`config.mk`:
```
export PLATFORM = sky130hd
export DESIGN_NAME = whack_input_detector
export DESIGN_NICKNAME = d
export VERILOG_FILES = /design/src/rtl/whack_input_detector.sv
export SDC_FILE = /design/constraint.sdc
export NUM_CORES = 1
export LEC_CHECK = 0
export BUFFER_PORTS_ARGS = -buffer_cell sky130_fd_sc_hd__buf_2
export CORE_ASPECT_RATIO = 2
export CORE_MARGIN = 10
export CORE_UTILIZATION = 60
export DETAILED_ROUTE_END_ITERATION = 8
export GPL_ROUTABILITY_DRIVEN = 0
export PLACE_DENSITY = 0.78
export SLEW_MARGIN = 0
export SYNTH_ARGS = -nofsm -noshare
export SYNTH_HDL_FRONTEND = slang
export SYNTH_SLANG_ARGS = --single-unit
```
`constraint.sdc`:
```
create_clock -name clk -period 12.6 [get_ports clk]
set_input_delay 2.52 -clock clk [delete_from_list [all_inputs] [get_ports clk]]
set_output_delay 2.52 -clock clk [all_outputs]
set_load 0.1 [all_outputs]
```
`src/rtl/whack_input_detector.sv`:
```
// Debounces the raw slide switches into whack events and scores each event
// against the lit LEDs: one-cycle hit/miss pulses plus saturating tallies.
module whack_input_detector #(
   parameter int N_SW            = 10,
   parameter int DEBOUNCE_CYCLES = 50000,
   parameter int CNT_W           = 16,
   parameter int BOTH_EDGES      = 1
) (
   input  logic            clk,
   input  logic            rst,
   input  logic [N_SW-1:0] SW,
   input  logic [N_SW-1:0] LEDR,
   input  logic            game_active,
   input  logic            clr_score,
   output logic [N_SW-1:0] hit_LEDs,
   output logic            hit_pulse,
   output logic            miss_pulse,
   output logic [7:0]      hit_count,
   output logic [7:0]      miss_count
);

   localparam logic [CNT_W-1:0] CNT_LAST  = CNT_W'(DEBOUNCE_CYCLES - 1);
   localparam logic [CNT_W:0]   INIT_LAST = (CNT_W+1)'(DEBOUNCE_CYCLES + 1);

   typedef enum logic {INIT, RUN} state_t;

   state_t                     state;
   logic [CNT_W:0]             init_cnt;
   logic [N_SW-1:0]            s1, s2, stable;
   logic [N_SW-1:0][CNT_W-1:0] cnt;
   logic [N_SW-1:0]            ev, hit_v, miss_v;
   logic                       score_en;

   function automatic logic [7:0] popcount(input logic [N_SW-1:0] v);
      logic [7:0] n;
      n = '0;
      for (int i = 0; i < N_SW; i++) n = n + {7'd0, v[i]};
      return n;
   endfunction

   function automatic logic [7:0] sat_add(input logic [7:0] a, input logic [7:0] b);
      logic [8:0] s;
      s = {1'b0, a} + {1'b0, b};
      return s[8] ? 8'hFF : s[7:0];
   endfunction

   // Synchroniser and per-bit debounce; stable[] follows s2 after a full quiet run
   always_ff @(posedge clk or posedge rst) begin
      if (rst) begin
         s1     <= '0;
         s2     <= '0;
         stable <= '0;
         cnt    <= '0;
      end else begin
         s1 <= SW;
         s2 <= s1;
         for (int i = 0; i < N_SW; i++) begin
            if (s2[i] == stable[i]) begin
               cnt[i] <= '0;
            end else if (cnt[i] == CNT_LAST) begin
               stable[i] <= s2[i];
               cnt[i]    <= '0;
            end else begin
               cnt[i] <= cnt[i] + CNT_W'(1);
            end
         end
      end
   end

   // Events are muted in INIT so switch positions held at reset never score
   always_comb begin
      ev = '0;
      for (int i = 0; i < N_SW; i++)
         ev[i] = (s2[i] != stable[i]) && (cnt[i] == CNT_LAST) && ((BOTH_EDGES != 0) || s2[i]);
      if (state == INIT) ev = '0;
   end

   assign hit_v    = ev & LEDR;
   assign miss_v   = ev & ~LEDR;
   assign score_en = (state == RUN) && game_active;

   // Control FSM and registered classification outputs
   always_ff @(posedge clk or posedge rst) begin
      if (rst) begin
         state      <= INIT;
         init_cnt   <= '0;
         hit_LEDs   <= '0;
         hit_pulse  <= 1'b0;
         miss_pulse <= 1'b0;
         hit_count  <= '0;
         miss_count <= '0;
      end else begin
         case (state)
            INIT: begin
               if (init_cnt == INIT_LAST) state <= RUN;
               else init_cnt <= init_cnt + (CNT_W+1)'(1);
            end
            RUN:     state <= RUN;
            default: state <= INIT;
         endcase

         hit_LEDs   <= '0;
         hit_pulse  <= 1'b0;
         miss_pulse <= 1'b0;
         if (score_en) begin
            hit_LEDs   <= hit_v;
            hit_pulse  <= |hit_v;
            miss_pulse <= |miss_v;
         end

         if (clr_score) begin
            hit_count  <= '0;
            miss_count <= '0;
         end else if (score_en) begin
            hit_count  <= sat_add(hit_count, popcount(hit_v));
            miss_count <= sat_add(miss_count, popcount(miss_v));
         end
      end
   end

endmodule

```
# --- Word level (Yosys, flattened, before mapping) ---
# Cells that the tools add are included.
op_classes:
  n_eq_ne: 31
  n_addsub: 31
  bitwise: 15
  muxes: 32
  n_reduce_logical: 25
op_table:
  columns: ["op", "count"]
  rows:
  - ["$mux W16", 20]
  - ["$add A16 B1 Y16 const B", 10]
  - ["$eq A16 B16 Y1 const B", 10]
  - ["$mux W8", 6]
  - ["$add A8 B1 Y8", 4]
  - ["$reduce_and A2 Y1", 11]
  - ["$and A10 B10 Y10", 2]
  - ["$mux W10", 2]
  - ["$reduce_or A10 Y1", 2]
  - ["$add A8 B8 Y9", 2]
  - ["$add A17 B1 Y17 const B", 1]
  - ["$eq A17 B16 Y1 const B", 1]
  - ["$add A7 B1 Y8", 2]
  - ["$add A6 B1 Y7", 2]
  - ["$add A5 B1 Y6", 2]
  - ["$not A1 Y1", 12]
  - ["$logic_and A1 B1 Y1", 11]
  - ["$add A4 B1 Y5", 2]
  - ["$eq A1 B1 Y1", 10]
  - ["$ne A1 B1 Y1", 10]
  - ["$not A10 Y10", 1]
  - ["$add A3 B1 Y4", 2]
  - ["$add A2 B1 Y3", 2]
  - ["$add A1 B1 Y2", 2]
  - ["3 further kinds", 5]
totals:
  word_cells: 163
  regBits: 236
  output_inout_bits: 28

# --- Depth between registers and ports, before layout ---
# Gate-level depths: netlist of run 1.
logic_depth:
  depth_word: 17
  mapped_depth: 17
  depth_no_buf: 17

# --- Worst setup path after synthesis of run 1 ---
# No wires, ideal clock.
synth_path:
  path_type: "input -> register"
  start: "input LEDR[0]"
  end: "register miss_count[2]"
  arrival_ns: 6.208
  path_slack_ns: 6.254
  path_buffers: 0
  stages: 13
  cell_sequence: "nor4_1 inv_1 fa_1 fa_1 inv_1 fa_1 fa_1 fa_1 a21o_1 a21oi_1 nor2_1 a41oi_1 a211oi_1"
synth_via:
  elab_chain_cells: 15
synth_lines:
  columns: ["element", "line", "rtl"]
  rows:
  - ["start, declared", "12", "input logic [N_SW-1:0] LEDR,"]
  - ["$not A10 Y10", "79", "assign miss_v = ev & ~LEDR;"]
  - ["$and A10 B10 Y10", "79", null]
  - ["$add A1 B1 Y2", "37", "for (int i = 0; i < N_SW; i++) n = n + {7'd0, v[i]};"]
  - ["$add A2 B1 Y3", "37", null]
  - ["$add A3 B1 Y4", "37", null]
  - ["$add A4 B1 Y5", "37", null]
  - ["$add A5 B1 Y6", "37", null]
  - ["$add A6 B1 Y7", "37", null]
  - ["$add A7 B1 Y8", "37", null]
  - ["$add A8 B1 Y8 (2 in a row)", "37", null]
  - ["$add A8 B8 Y9", "43", "s = {1'b0, a} + {1'b0, b};"]
  - ["$mux W8", "44", "return s[8] ? 8'hFF : s[7:0];"]
  - ["$mux W8", "114", "end else if (score_en) begin"]
  - ["$mux W8", "111", "if (clr_score) begin"]
  - ["end signal, assigned", "116", "miss_count <= sat_add(miss_count, popcount(miss_v));"]
  - ["end, declared", "19", "output logic [7:0] miss_count"]
# No other way between the ends. The select of a mux whose other input is x is not followed.
# A chain may end at the register's enable or synchronous reset.

# --- Worst setup path after layout of run 1 ---
layout_path:
  start: "input LEDR[0]"
  end: "register miss_count[3]"
# The elaborated chain is that of the path after synthesis.

==> results of run 1 <==
## cell usage after synthesis, drive strengths merged, types with 5 or more instances
library cell / instances
a211oi: 9
xnor2: 82
nand2: 60
nor2: 205
nor4: 18
nor4bb: 13
nand4: 42
a31oi: 5
dfrtp: 236
mux2: 9
nor4b: 9
inv: 52
nand3: 78
or4b: 8
ha: 22
a21oi: 11
and3: 30
clkbuf: 15
and4: 9
and2: 17
o21ai: 8
buf: 6
xor2: 86
fa: 14
nor3: 32
## worst paths after layout
path / end / from
max: miss_count[3] / LEDR[0]
min: s2[7] / s1[7]
max reg2reg: miss_count[3] / cnt[4]
min reg2reg: s2[7] / s1[7]
max in group asynchronous: s2[5] / rst
min in group asynchronous: cnt[155] / rst
## registers in the layout, summed over array words and instances, names as in the netlist
| name | cells |
|---|---|
| miss_count | 8 |
| init_cnt | 17 |
| s1 | 10 |
| miss_pulse | 1 |
| stable | 10 |
| cnt | 160 |
| s2 | 10 |
| hit_pulse | 1 |
| state | 1 |
| hit_count | 8 |
| hit_LEDs | 10 |
## power by group
group	internal, W	total [W]	switching, W
logic	0.0000118	0.0000452	0.0000333
registers	0.000769	0.000779	0.0000105
clock network	0.000429	0.000707	0.000278
## stage by stage
stage / cells / worst slack, ns / hold slack (ns)
after CTS: 1439 / 6.235 / 0.3527
after detailed placement: 1404 / 5.691 / 0.3365
final: 1439 / 6.176 / 0.3507
after global placement: 1404 / 5.797 / 0.3338
after floorplan: 1117 / 3.605 / 0.3312
after global routing: 1439 / 5.906 / 0.3616
## final cells by class
class / instances / area, µm²
clock inverter: 6 / 130.1
timing repair buffer: 53 / 270.3
inverter: 52 / 202.7
tap: 255 / 319.1
clock buffer: 29 / 628.1
fill: 1502 / 6115
multi-input combinational: 808 / 5263
sequential: 236 / 5906
## layer usage
layer  part of all wire [%]  track usage (%)  routed length, µm
met1                     39            21.50               9215
met2                     54            34.33              12650
met3                    4.8            3.712               1119
met4                    2.4            6.379                555
met5                  0.055                0                 13
## cell families after synthesis
logic type      after synthesis
simple gates                547
flops                       236
xor+xnor                    168
buf+inv                      73
compound gates               47
fa+ha+maj                    36
mux                          10
## critical path, stage by stage
cell and delay, ns:
buf_2 0.11, nor4_1 0.47, inv_1 0.13, fa_1 0.51
fa_1 0.55, inv_1 0.06, fa_1 0.52, fa_1 0.48
fa_1 0.42, a21o_1 0.20, a21oi_1 0.28, nor2_1 0.13
a41oi_1 0.30, a211oi_1 0.12
==> results.md, run 1 <==
- Outcome: finished clean
- Layout Nets: 1,233
- Tot GR Track Use: 18.87%
- Post-synth ARST share: 100.0%
- Cell Area, Synth: 11,450 µm²
- ANT cells: 0
- Initial Util: 60.80%
- Wire length per cell: 16.37 µm
- DR pass1 iterations: 5
- Layout cell share with drive strength beyond 1: 8.868%
- Root buf cell: clkbuf_16
- Max Root-Sink Buffers: 3
- Post-synth EDFFs: 0
- Post-synthesis adder-cell area fraction: 4.851%
- Num rows: 71
- Setup TNS: 0 ns
- First-pass GRT wire length: 40,970 µm
- Grt ovf: 0
- Register area share after synthesis: 51.57%
- I/O Buffers: 51
- Slew Limit Fails: 0
- Core Region: 18,830 µm²
- Commonest non-fill, non-tap cell in the layout: dfrtp_1
- Netlist cell types: 54
- Largest net degree at the start of global routing: 150
- ANT nets after route: 0
- Initial antenna violation count: 1
- Synth Flop Type: dfrtp_1
- Clk_skew: 0.009341 ns
- Initial DRC count: 636
- Max-cap violation count: 0
- Layout Utilization: 67.53%
- Post-Synth Simple-Gate Area: 24.54%
- Leak: 5.653 nW
- Worst r2r path cells: 15
- Maximum VDD drop: 0.0001166 V
- CP Max Fanout: 4
- DRT Wirelength: 23,550 µm
- Top cell type's share of synthesized area: 51.57%
- Die Ht: 215.4 µm
- Syn-to-layout area delta: 11.07%
- TritonCTS clock tree: done
- DR DRC count: 0
- Mux contribution to synthesized area: 0.9725%
- Yosys warns: 0
- Count of final hold-check violations: 0
- Cell area after layout: 12,720 µm²
- Max Clk Rate: 155.7 MHz
- Synthesized netlist cell count: 1,117
- Postcts setup bufs: 0
- Die width: 117.7 µm
- WP data required: 12.98 ns
- Dpl cell area: 11,960 µm²
- Pwr/cell area: 120.4 nW/µm²
- Crit. End Element: flop
- Worst Path Arrival: 6.80 ns
- Clk slew on worst S/H paths: 0.07 ns
- FF-to-FF setup slack: 7.30 ns
- WS Path Type: in2reg
- Vias per Instance: 5.603
- Startpoint Class: input pin
- Resized cells post-CTS: 0
- Synthesized Nets: 1,177
- Fin crit share: 50.99%
- Detailed placement HPWL: 16,480 µm
- Slew @ Worst Pin: 1.116 ns
- Unrepaired setup endpoints after global routing: false
- Yosys top cell by area: dfrtp_1
- Relative slew slack: 25.08%
- H-tree Lvls: 1
- Mean Syn Cell Area: 10.25 µm²
- Yosys reg bits: 236
- Total power: 0.001531 W
- Synth Area in XOR/XNOR: 12.85%
- Most frequent cells in the layout: dfrtp_1, nor2_1, xor2_1, xnor2_1, nand3_1
- # IOs: 52
- Final setup vio count: 0
- Synth Area in Compound Gates: 2.743%
- Hold path depth: 0
- Hold Buf Count CTS: 0
- Synth top area cells: dfrtp_1, nor2_1, xor2_1
- HP Class: reg2reg
- Largest family of logic cells by synthesized area: simple AND/OR/NAND/NOR gates
- Fin crit period: 6.424 ns
- Die area: 25,350 µm²
- Vias in the first global route: 8,558
- Clk_lat worst skew: 0.51 ns
- Num CTS Buffers: 22
- Routed vias: 8,063
- Num Clock Sinks: 236
No activity file was read; power rests on OpenSTA's default activity.
==> run 2: changes to the inputs <==
- ABC_AREA: unset -> 1
- clock period: 12.6 -> 6.52 ns (I/O delays scaled with it)
==> results.md, run 2 <==
- Outcome: finished clean (unchanged)
- Count leader, synth: nand2_1 (was dfrtp_1)
- Postcts setup bufs: 0 (unchanged)
- Die area: 27,280 µm² (was 25,350 µm²)
- CP Max Fanout: 4 (unchanged)
- WP data required: 6.92 ns (was 12.98 ns)
- TritonCTS clock tree: done (unchanged)
- Sw Ratio: 22.45% (was 20.99%)
- Clk_lat worst skew: 0.53 ns (was 0.51 ns)
- Max Clk Rate: 214.7 MHz
- Commonest non-fill, non-tap cell in the layout: nand2_1 (was dfrtp_1)
- WS Path Type: reg2reg (was in2reg)
- Detailed placement HPWL: 21,180 µm (was 16,480 µm)
- Startpoint Class: flop (was input pin)
- Synthesized netlist cell count: 1,513 (was 1,117)
- Syn-to-layout area delta: 10.61% (was 11.07%)
- Initial Util: 60.88% (was 60.80%)
- Largest registers: cnt (160), init_cnt (17) (unchanged)
- Final setup vio count: 0 (unchanged)
- Cell Area, Synth: 12,460 µm² (was 11,450 µm²)
- Die width: 121.9 µm (was 117.7 µm)
- Die Ht: 223.8 µm (was 215.4 µm)
- Wire length per cell: 15.22 µm (was 16.37 µm)
- Tot GR Track Use: 21.40% (was 18.87%)
- Num Clock Sinks: 236 (unchanged)
- Synth Flop Type: dfrtp_1 (unchanged)
- Largest net degree at the start of global routing: 131 (was 150)
- H-tree Lvls: 1 (unchanged)
- Yosys reg bits: 236 (unchanged)
- Num CTS Buffers: 22 (unchanged)
- I/O Buffers: 51 (unchanged)
- Finished Layout Cells: 1,866 (was 1,439)
- Top cell type's share of synthesized area: 47.40% (was 51.57%)
- Top reg by flops: cnt (unchanged)
- Layout Nets: 1,643 (was 1,233)
- Pre-CTS setup slack: 1.478 ns (was 5.691 ns)
- Synthesized Nets: 1,573 (was 1,177)
- ANT nets after route: 0 (unchanged)
- Layout cell share with drive strength beyond 1: 11.39% (was 8.868%)
- Post-synth ARST share: 100.0% (unchanged)
- Pint: 0.002267 W (was 0.001210 W)
- Clk slew on worst S/H paths: 0.06 ns (was 0.07 ns)
- Synth Area in XOR/XNOR: 3.585% (was 12.85%)
- Pwr/cell area: 212.2 nW/µm² (was 120.4 nW/µm²)
- Synth Area in Compound Gates: 7.924% (was 2.743%)
- Num rows: 74 (was 71)
- Vias per Instance: 5.472 (was 5.603)
- DR DRC count: 0 (unchanged)
- Core Region: 20,460 µm² (was 18,830 µm²)
- First-pass GRT wire length: 48,580 µm (was 40,970 µm)
- Max Root-Sink Buffers: 3 (unchanged)
- Number of flip-flops in the largest register: 160 (unchanged)
- HP Class: reg2reg (unchanged)
- Post-Synth Simple-Gate Area: 28.44% (was 24.54%)
- Sequential Power Share: 51.3% (was 50.9%)
- Most frequent cells in the layout: nand2_1, inv_1, dfrtp_1, nor2_1, a21oi_1 (was dfrtp_1, nor2_1, xor2_1, xnor2_1, nand3_1)
- Clk_skew: 0.01379 ns (was 0.009341 ns)
- Mux contribution to synthesized area: 0.1607% (was 0.9725%)
- Resized cells post-CTS: 0 (unchanged)
- PnR worst setup slack: 1.863 ns (was 6.176 ns)
- Comb power frac: 3.7% (was 3.0%)
- Slew @ Worst Pin: 0.9277 ns (was 1.116 ns)
- Netlist cell types: 49 (was 54)
- Slew Limit Fails: 0 (unchanged)
- Fin crit period: 4.657 ns
- DP Cell Count: 1,825 (was 1,404)
- Sw Pwr: 0.0006564 W (was 0.0003214 W)
- Count of final hold-check violations: 0 (unchanged)
- Setup TNS: 0 ns (unchanged)
- Slowest cell delay on critical path: 0.54 ns (was 0.55 ns)
- Post-synth EDFFs: 0 (unchanged)
- # IOs: 52 (unchanged)
- Fin crit share: 71.43%
- Initial DRC count: 781 (was 636)
- CP most frequent cell: fa_1 (unchanged)
- Worst Path Arrival: 5.05 ns (was 6.80 ns)
- Mean Syn Cell Area: 8.234 µm² (was 10.25 µm²)
- Synth top area cells: dfrtp_1, nand2_1, inv_1 (was dfrtp_1, nor2_1, xor2_1)
- Crit. End Element: flop (unchanged)
- Routed vias: 10,210 (was 8,063)
- DRT Wirelength: 28,400 µm (was 23,550 µm)
- Synth top cells by count: nand2_1, inv_1, dfrtp_1 (was dfrtp_1, nor2_1, xor2_1)
- Largest family of logic cells by synthesized area: simple AND/OR/NAND/NOR gates (unchanged)
- Vias in the first global route: 10,656 (was 8,558)
- Unrepaired setup endpoints after global routing: false (unchanged)
- Maximum VDD drop: 0.0002089 V (was 0.0001166 V)
- CP Cell Sequence: ha_1, nand3_2, nor2_1, nand2_1, inv_2, nand3_2, fa_1, fa_1, inv_1, fa_1, fa_1, fa_1, nand3_1, nand2_1, nand2_1, nor2_1, nand2_1, inv_1, o21ai_0, o21ai_0 (was buf_2, nor4_1, inv_1, fa_1, fa_1, inv_1, fa_1, fa_1, fa_1, a21o_1, a21oi_1, nor2_1, a41oi_1, a211oi_1)
- Critical-path top delay cell: fa_1 (unchanged)
- Register area share after synthesis: 47.40% (was 51.57%)
- Initial antenna violation count: 3 (was 1)
- Leak: 6.827 nW (was 5.653 nW)
- Yosys top cell by area: dfrtp_1 (unchanged)
- Grt ovf: 0 (unchanged)
- Post-synthesis adder-cell area fraction: 4.459% (was 4.851%)
- DR pass1 iterations: 5 (unchanged)
- Clock power share: 45.0% (was 46.2%)
- Relative slew slack: 38.15% (was 25.08%)
- Max-cap violation count: 0 (unchanged)
- Hold Buf Count CTS: 0 (unchanged)
- Root buf cell: clkbuf_16 (unchanged)
- Yosys warns: 0 (unchanged)
-- run 2: changes by cell type in the layout (fill, tap and decap cells not counted), moves of 25 or more --
cell     previous run  this run
xor2_1             86        30
and3_1             30         5
o21ai_0             4        56
nand2_1            59       267
nor3_1             32        60
inv_1              51       238
xnor2_1            82        21
a21oi_1            11        79
-- run 2: worst paths after layout --
| kind | end | cells after the start | start | slack [ns] |
|---|---|---|---|---|
| setup reg to reg | miss_count[0] | 20 | cnt[0] | 1.86 |
| hold reg to reg | s2[3] | 0 | s1[3] | 0.35 |
| hold / removal | s2[3] | 0 | s1[3] | 0.35 |
| setup / recovery | miss_count[0] | 20 | cnt[0] | 1.86 |
| min in group asynchronous | hit_LEDs[6] | 2 | rst | 0.91 |
| max in group asynchronous | cnt[140] | 3 | rst | 4.22 |
-- run 2: power groups by stage --
stage | Sequential [W] | Combinational (W) | Clock, W
after floorplan | 0.00152 | 0.0000754 | 0
after detailed placement | 0.00153 | 0.000109 | 0
after global placement | 0.00153 | 0.000106 | 0
final | 0.00150 | 0.000107 | 0.00132
after global routing | 0.00150 | 0.000125 | 0.00139
after CTS | 0.00150 | 0.000110 | 0.00133
-- run 2: final cells by class --
type / instances / area [µm²]
inverters: 257 / 968.4
clock buffers: 32 / 669.4
clock inverters: 7 / 62.56
flip-flops and latches: 236 / 5906
fillers: 1685 / 6683
well taps: 266 / 332.8
multi-input cells: 1013 / 5553
repair buffers: 53 / 282.8
diodes: 2 / 5.005
-- run 2: through the flow --
stage | cell area, µm² | power [W] | util (%) | hold slack (ns)
after detailed placement | 13040 | 0.001637 | 63.74 | 0.3365
after global routing | 13780 | 0.003019 | 67.33 | 0.3561
after CTS | 13770 | 0.002943 | 67.32 | 0.3515
after global placement | 13040 | 0.001633 | 63.74 | 0.3342
after floorplan | 12460 | 0.001600 | - | 0.3312
final | 13780 | 0.002923 | 67.34 | 0.3494
-- run 2: cell families (layout without fill, tap and decap cells) --
group | count (synthesis) | count (layout)
xor gates and xnor gates | 51 | 51
buffers and inverters | 264 | 349
other | 0 | 2
and+or+nand+nor | 747 | 747
adders and majority gates | 36 | 36
muxes | 2 | 2
DFF | 236 | 236
AOI/OAI and AO/OA | 177 | 177
-- run 2: metal layers --
layer | track usage [%] | share of wire, % | vias to the layer above
li1 | - | - | 4991
met1 | 22.11 | 37 | 4929
met2 | 39.83 | 55 | 215
met3 | 3.553 | 4.6 | 75
met4 | 10.63 | 4.3 | 0
met5 | 0 | 0 | -
-- run 2: critical path: cells and delay by family (launching register included) --
family	cells	cell delay [ns]
AOI/OAI and AO/OA	2	0.23
adders and majority gates	6	2.67
buffers and inverters	3	0.25
DFF	1	0.38
and+or+nand+nor	9	0.99
==> run 3: changes to the inputs <==
- clock period: 6.52 -> 4.5 ns (I/O delays scaled with it)
==> results.md, run 3 (synthesis gave the netlist of run 2 again) <==
- Outcome: finished clean (unchanged)
- H-tree Lvls: 1 (unchanged)
- Fin crit period: 4.252 ns (was 4.657 ns)
- Setup TNS: 0 ns (unchanged)
- Max Root-Sink Buffers: 3 (unchanged)
- Finished Layout Cells: 1,889 (was 1,866)
- Pwr/cell area: 303.6 nW/µm² (was 212.2 nW/µm²)
- Total power: 0.004262 W (was 0.002923 W)
- Hold Buf Count CTS: 0 (unchanged)
- Largest net degree at the start of global routing: 142 (was 131)
- Top reg by flops: cnt (unchanged)
- WP data required: 4.91 ns (was 6.92 ns)
- Max-cap violation count: 0 (unchanged)
- DR DRC count: 0 (unchanged)
- Number of flip-flops in the largest register: 160 (unchanged)
- HP Class: reg2reg (unchanged)
- Slew Limit Fails: 0 (unchanged)
- Grt ovf: 0 (unchanged)
- Slew @ Worst Pin: 0.8302 ns (was 0.9277 ns)
- WS Path Type: reg2reg (unchanged)
- TritonCTS clock tree: done (unchanged)
- ANT nets after route: 0 (unchanged)
- Maximum VDD drop: 0.0003079 V (was 0.0002089 V)
- Hold path depth: 0 (unchanged)
- Worst r2r path cells: 20 (unchanged)
- I/O Buffers: 51 (unchanged)
- FF-to-FF setup slack: 0.25 ns (was 1.86 ns)
- Crit. End Element: flop (unchanged)
- Clk_lat worst skew: 0.53 ns (about the same)
- Sequential cell area: 5906 µm² (unchanged)
- Wire length per cell: 14.94 µm (was 15.22 µm)
- CP Max Fanout: 4 (unchanged)
- DR pass1 iterations: 7 (was 5)
- Startpoint Class: flop (unchanged)
- Vias per Instance: 5.434 (was 5.472)
- Clk_skew: 0.02717 ns (was 0.01379 ns)
- Layout Nets: 1,667 (was 1,643)
- FILL cells: 1,652 (was 1,685)
- First-pass GRT wire length: 47,290 µm (was 48,580 µm)
- Layout cell share with drive strength beyond 1: 13.57% (was 11.39%)
- CP most frequent cell: inv_1 (was fa_1)
- Layout Utilization: 68.59% (was 67.34%)
- Min-Delay Endpoint: s2[1] (was s2[3])
- Detailed placement HPWL: 21,060 µm (was 21,180 µm)
- Multi-input logic area: 5613 µm² (was 5553 µm²)
- CP Cell Sequence: ha_1, nand3_2, nor2_2, nand4_1, inv_1, fa_1, inv_1, fa_1, inv_1, fa_1, fa_2, fa_2, nand3_1, nand2_1, nand2_1, nor2_1, nand2_1, inv_1, o21ai_1, o21ai_1 (was ha_1, nand3_2, nor2_1, nand2_1, inv_2, nand3_2, fa_1, fa_1, inv_1, fa_1, fa_1, fa_1, nand3_1, nand2_1, nand2_1, nor2_1, nand2_1, inv_1, o21ai_0, o21ai_0)
- DRT Wirelength: 28,220 µm (was 28,400 µm)
- Most frequent cells in the layout: nand2_1, inv_1, dfrtp_1, nor2_1, a21oi_1 (unchanged)
- Commonest non-fill, non-tap cell in the layout: nand2_1 (unchanged)
- Fin crit share: 94.49% (was 71.43%)
- Delay-heaviest family, CP: adder cells (unchanged)
- Largest registers: cnt (160), init_cnt (17) (unchanged)
- Die width: 121.9 µm (unchanged)
- Core Region: 20,460 µm² (unchanged)
- Num CTS Buffers: 22 (unchanged)
- Relative slew slack: 44.45% (was 38.15%)
- Max Clk Rate: 235.2 MHz (was 214.7 MHz)
- Die area: 27,280 µm² (unchanged)
- Initial Util: 60.88% (unchanged)
- Initial antenna violation count: 2 (was 3)
- WP buf/inv: 4 (was 3)
- R2R Path End: miss_count[0] (unchanged)
- Num Clock Sinks: 236 (unchanged)
- Critical-path top delay cell: fa_1 (unchanged)
- Final setup vio count: 0 (unchanged)
- Root buf cell: clkbuf_16 (unchanged)
- Tot GR Track Use: 20.86% (was 21.40%)
- Initial DRC count: 592 (was 781)
- Count of final hold-check violations: 0 (unchanged)
- # IOs: 52 (unchanged)
- Leak: 6.948 nW (was 6.827 nW)
- Die Ht: 223.8 µm (unchanged)
- Critical R2R Launch: cnt[96] (was cnt[0])
- Syn-to-layout area delta: 12.66% (was 10.61%)
- Slowest cell delay on critical path: 0.45 ns (was 0.54 ns)
- Clk slew on worst S/H paths: 0.07 ns (was 0.06 ns)
- DP Cell Count: 1,846 (was 1,825)
- Vias in the first global route: 10,415 (was 10,656)
- Routed vias: 10,265 (was 10,210)
- Hold path start: s1[1] (was s1[3])
- Worst Path Arrival: 4.66 ns (was 5.05 ns)
- Num rows: 74 (unchanged)
run 3: cell count changes in the layout (fill, tap and decap cells not counted), sizes merged:
cell / change
buf: +24
bufinv: +1
clkbuf: -2
clkinv: +1
clkinvlp: -1
run 3: metrics by stage:
step           setup slack, ns  hold slack [ns]  cell area (µm²)
2_1_floorplan           0.1639           0.3312            12460
3_3_place_gp          -0.01914           0.3341            13210
3_5_place_dp           -0.1215           0.3365            13210
4_1_cts                0.03768           0.3487            13950
5_1_grt               -0.02292           0.3557            14040
6_report                0.2481           0.3469            14040
run 3: cell type report:
cell class                      instances  share of cell area, %
Tap cell                              266                  2.371
Clock buffer                           30                  4.573
Inverter                              257                  6.900
Sequential cell                       236                  42.08
Clock inverter                          8                 0.6686
Antenna cell                            2                0.03566
Timing Repair Buffer                   77                  3.387
Multi-Input combinational cell       1013                  39.99
run 3: routing by layer:
metal,part of all wire [%],GRT usage [%],vias up
li1,-,-,5059
met3,4.8,3.225,82
met4,4.3,10.09,0
met2,55,38.63,216
met1,36,21.99,4908
met5,0,0,-
run 3: what timing repair did:
item / CTS / global route
resized for setup: 1 / 21
pin swaps: 0 / 5
setup buffers: 0 / 3
setup endpoints to repair: 1 / 14
run 3: worst max path at each step:
stage / to / from / slack [ns] / cells past startpoint
2_1_floorplan: miss_count[0] / miss_count[0] / 0.16 / 15
3_3_place_gp: miss_count[0] / LEDR[2] / -0.02 / 17
3_5_place_dp: miss_count[0] / LEDR[2] / -0.12 / 17
4_1_cts: miss_count[0] / cnt[0] / 0.04 / 20
5_1_grt: hit_count[1] / cnt[96] / -0.02 / 18
6_report: miss_count[0] / cnt[96] / 0.25 / 20
run 3: power by group:
part	internal, W	total (W)	switching [W]
clock	0.00111	0.00192	0.000812
combinational	0.0000492	0.000163	0.000113
sequential	0.00215	0.00218	0.0000232
